<file path="src/rtl/entry_sequencer.sv">
// Operand/opcode entry sequencer: synchronizes and debounces the advance
// button, steps through operand A, operand B and opcode slots, and issues
// one-cycle write strobes toward the operand store.
module entry_sequencer #(
  parameter int DEBOUNCE_CYCLES = 16,
  parameter int NUM_OPS         = 8
) (
  input  logic       clk,
  input  logic       reset,
  input  logic       btn_next,
  input  logic       btn_clear,
  input  logic [3:0] data_in,
  output logic [1:0] address,
  output logic [3:0] write,
  output logic       enable,
  output logic       full,
  output logic       err
);

  localparam int CNT_W = $clog2(DEBOUNCE_CYCLES + 1);

  typedef enum logic [1:0] {
    SLOT_A  = 2'b00,
    SLOT_B  = 2'b01,
    SLOT_OP = 2'b10,
    SHOW    = 2'b11
  } state_t;

  logic             next_p0, next_p1;
  logic             clr_p0, clr_p1;
  logic [CNT_W-1:0] db_cnt;
  logic             db_level, db_level_d;
  logic             press;
  logic             op_ok;
  state_t           state, state_nx;
  logic             enable_nx, err_nx;
  logic [3:0]       write_nx;

  // Two-flop synchronizers for both raw buttons
  always_ff @(posedge clk) begin
    if (reset) begin
      next_p0 <= 1'b0;
      next_p1 <= 1'b0;
      clr_p0  <= 1'b0;
      clr_p1  <= 1'b0;
    end else begin
      next_p0 <= btn_next;
      next_p1 <= next_p0;
      clr_p0  <= btn_clear;
      clr_p1  <= clr_p0;
    end
  end

  // Debounce: level flips only after DEBOUNCE_CYCLES consecutive differing samples
  always_ff @(posedge clk) begin
    if (reset) begin
      db_cnt   <= '0;
      db_level <= 1'b0;
    end else if (next_p1 != db_level) begin
      if (db_cnt == CNT_W'(DEBOUNCE_CYCLES - 1)) begin
        db_level <= ~db_level;
        db_cnt   <= '0;
      end else begin
        db_cnt <= db_cnt + CNT_W'(1);
      end
    end else begin
      db_cnt <= '0;
    end
  end

  // Registered one-cycle press pulse on the debounced rising edge only
  always_ff @(posedge clk) begin
    if (reset) begin
      db_level_d <= 1'b0;
      press      <= 1'b0;
    end else begin
      db_level_d <= db_level;
      press      <= db_level & ~db_level_d;
    end
  end

  assign op_ok = ({1'b0, data_in} < 5'(NUM_OPS));

  // State and output registers; the state encoding doubles as the slot address
  always_ff @(posedge clk) begin
    if (reset) begin
      state  <= SLOT_A;
      enable <= 1'b0;
      err    <= 1'b0;
      write  <= 4'b0000;
    end else begin
      state  <= state_nx;
      enable <= enable_nx;
      err    <= err_nx;
      write  <= write_nx;
    end
  end

  // Next state: clear wins, then the slot advances at the end of its strobe
  always_comb begin
    state_nx = state;
    if (clr_p1) begin
      state_nx = SLOT_A;
    end else if (enable) begin
      case (state)
        SLOT_A:  state_nx = SLOT_B;
        SLOT_B:  state_nx = SLOT_OP;
        SLOT_OP: state_nx = SHOW;
        default: state_nx = state;
      endcase
    end else if (press && state == SHOW) begin
      state_nx = SLOT_A;
    end
  end

  // Next outputs: a press schedules a strobe, or an error for a bad opcode
  always_comb begin
    enable_nx = 1'b0;
    err_nx    = 1'b0;
    write_nx  = write;
    if (!clr_p1 && press && !enable) begin
      case (state)
        SLOT_A, SLOT_B: begin
          enable_nx = 1'b1;
          write_nx  = data_in;
        end
        SLOT_OP: begin
          if (op_ok) begin
            enable_nx = 1'b1;
            write_nx  = data_in;
          end else begin
            err_nx = 1'b1;
          end
        end
        default: ;
      endcase
    end
  end

  assign address = state;
  assign full    = (state == SHOW);

endmodule

</file>
<file path="config.mk">
export PLATFORM = sky130hd
export DESIGN_NAME = entry_sequencer
export DESIGN_NICKNAME = d
export VERILOG_FILES = /design/src/rtl/entry_sequencer.sv
export SDC_FILE = /design/constraint.sdc
export NUM_CORES = 1
export LEC_CHECK = 0
export CAP_MARGIN = 20
export CORE_AREA = 2 2 43 75
export DETAILED_ROUTE_END_ITERATION = 8
export DIE_AREA = 0 0 45 77
export HOLD_SLACK_MARGIN = 0.08
export PLACE_DENSITY_LB_ADDON = 0.3
export SLEW_MARGIN = 40
export SYNTH_ARGS = -nofsm -noshare
export SYNTH_HDL_FRONTEND = slang
export SYNTH_SLANG_ARGS = --single-unit
</file>
<file path="constraint.sdc">
create_clock -name clk -period 2.7 [get_ports clk]
set_input_delay 0.54 -clock clk [delete_from_list [all_inputs] [get_ports clk]]
set_output_delay 0.54 -clock clk [all_outputs]
set_load 0.05 [all_outputs]
</file>
==> results.json <==
{
  "status": "finished clean",
  "fillers": 299,
  "die_area_um2": 3465,
  "slowest_stage": "clkdlybuf4s50_1",
  "regArea_um2": 400.4,
  "cts_setup_buffers": 0,
  "route.detailed.drc": 0,
  "worstReg2RegEnd": "write[1]",
  "start_util_pct": 29.15,
  "hold_path.class": "flop to flop",
  "num_io_pins": 17,
  "power.share.clock_pct": 36.9,
  "combPwrFrac_pct": 4.3,
  "ys_types": 27,
  "synth_warnings": 0,
  "hpwl_um": 1225,
  "largest_reg_flops": 5,
  "crit_type": "flop to output pin",
  "viasPerCell": 4.850,
  "antenna_left": 0,
  "crit_path_max_incr_delay_ns": 0.81,
  "h-tree-depth": 1,
  "portBuffers": 16,
  "synth_nets": 95,
  "first_pass_iters": 3,
  "crit_chain": "ha_1, clkdlybuf4s50_1",
  "cts_tree": "built",
  "crit_path_start": "address[1]",
  "startpoint_type": "flop",
  "ff2ff_setup_slack_ns": 0.94,
  "cpLargestDelayFamily": "buffers and inverters",
  "fin_worst_skew_ns": 0.002428,
  "rsz0062_at_grt": "no",
  "antenna_cells": 0,
  "power_report.internal_total_mw": 0.4111,
  "p_seq_share_pct": 58.8,
  "final_common_cell": "dfxtp_1",
  "reg2reg_from": "address[0]",
  "maxCapViolCount": 0,
  "vias": 616,
  "syn_area_um2": 834.6,
  "finalMaxSlewViolations": 0,
  "numCtsBuffers": 3,
  "grt_pass1_vias": 636,
  "cts-root-buf": "clkbuf_8",
  "critPathMaxFanout": 6,
  "tightest_slew_ns": 0.6052,
  "synth-seq-cells": 20,
  "final_hold_viol_count": 0,
  "rr_worst_depth": 4,
  "yosysSeqAreaShare_pct": 47.98,
  "die_w_um": 45,
  "worstSetupEndpointType": "output pin",
  "num_rows": 26,
  "cts_resized": 0,
  "p_leak_nw": 0.3767,
  "fin_setup_tns_ns": 0,
  "syn_inst": 80,
  "cts_hold_buf": 0,
  "drt_iter0_drc": 6,
  "antenna_found_initial": 0,
  "critical_path_arrival_ns": 1.71,
  "switching_power_mw": 0.09953,
  "clk_latency_ns": 0.25,
  "drive_above_1_share_pct": 7.071,
  "max_freq_ghz": 0.4454,
  "ir_drop_uv": 319.1,
  "power_density_nw_per_um2": 475.6,
  "wl_per_cell_um": 12.44,
  "grt_max_degree": 11,
  "core_area_um2": 2863,
  "grt_pass1_wl_um": 2766,
  "wl_um": 1580,
  "multi_input_area_um2": 410.4,
  "syn_to_final_growth_pct": 28.64,
  "crit_cells": 2,
  "clk_pin_slew_ns": 0.07,
  "whs_ns": 0.3816,
  "finalCritPeriodShare_pct": 83.16,
  "cp.required_ns": 2.16,
  "critPathCapture": "full",
  "clockBufferDepth": 2,
  "post-route-min-period_ns": 2.245,
  "cp_num_buf_inv": 1,
  "most-common-layout-cells": "20 x dfxtp_1, 16 x clkdlybuf4s50_1, 7 x nor2b_1, 7 x ha_1",
  "top_register": "db_cnt",
  "fin_nets": 116,
  "maxSlewHeadroom_pct": 59.57,
  "gp_congestion": 0.8383,
  "cts_sinks": 20,
  "swShare_pct": 19.49,
  "min-delay-start": "db_level_d",
  "syn_avg_cell_area_um2": 10.43,
  "grt_overflow_total": 0,
  "setup_viol": 0,
  "grtUsageTotal_pct": 10.79,
  "die_y_um": 77
}
==> synthesized netlist by cell type, drive strengths merged <==
library cell,instances,area (µm²)
dfxtp,20,400.4
ha,7,87.58
nand2b,7,46.30
nor2b,7,43.79
nor2,6,22.52
inv,5,18.77
mux2i,4,40.04
nor4,3,18.77
a211oi,2,15.01
nand3,2,10.01
nor3,2,15.01
xnor2,2,17.52
a2111oi,1,15.01
a31oi,1,6.260
and3,1,6.260
buf,1,5.000
nand2,1,3.750
nand3b,1,7.510
o311a,1,10.01
o31a,1,8.760
o31ai,1,7.510
or2,1,6.260
or3,1,6.260
or4,1,7.510
xor2,1,8.760
==> logic make-up after synthesis <==
| group | count (synthesis) | share of synthesized area (%) |
|---|---|---|
| mux | 4 | 4.798 |
| buf+inv | 6 | 2.848 |
| xor+xnor | 3 | 3.149 |
| flops | 20 | 47.98 |
| compound gates | 7 | 7.496 |
| fa+ha+maj | 7 | 10.49 |
| simple gates | 33 | 23.24 |
==> per-stage QoR <==
step                      instance area, µm²  utilization [%]  cells  setup WS [ns]  total power [mW]
after floorplan                        834.6                -     80         0.7486            0.3143
final                                   1074            37.50    127         0.4548            0.5106
after CTS                               1074            37.50    127         0.4496            0.5172
after global routing                    1074            37.50    127         0.3768            0.5356
after detailed placement                1032            36.06    124         0.7152            0.3292
after global placement                  1032            36.06    124         0.7567            0.3288
==> worst min-delay path by stage <==
stage / slack, ns / depth (start not counted) / to
floorplan: 0.37 / 1 / press
global placement: 0.37 / 1 / press
detailed placement: 0.37 / 1 / press
CTS: 0.38 / 1 / press
global route: 0.39 / 1 / press
finish: 0.38 / 1 / press
==> final cells by class <==
class | instances | share of cell area [%]
multi-input cells | 54 | 38.23
flip-flops and latches | 20 | 37.30
repair buffers | 17 | 15.62
clock buffers | 3 | 3.846
well taps | 28 | 3.263
inverters | 5 | 1.748
==> power by group through the flow <==
stage	Sequential, mW	Clock (mW)	Combinational, mW
2_1_floorplan	0.307	0	0.00778
3_3_place_gp	0.307	0	0.0218
3_5_place_dp	0.307	0	0.0220
4_1_cts	0.300	0.195	0.0223
5_1_grt	0.300	0.211	0.0242
6_report	0.300	0.188	0.0218
==> layer usage <==
layer	routed length [µm]	vias to the layer above	GRT usage, %
met4	40	0	7.353
met2	843	12	16.86
met3	51	4	2.118
li1	-	310	-
met1	645	290	12.55
met5	0	-	0
No activity file was read; power rests on OpenSTA's default activity.
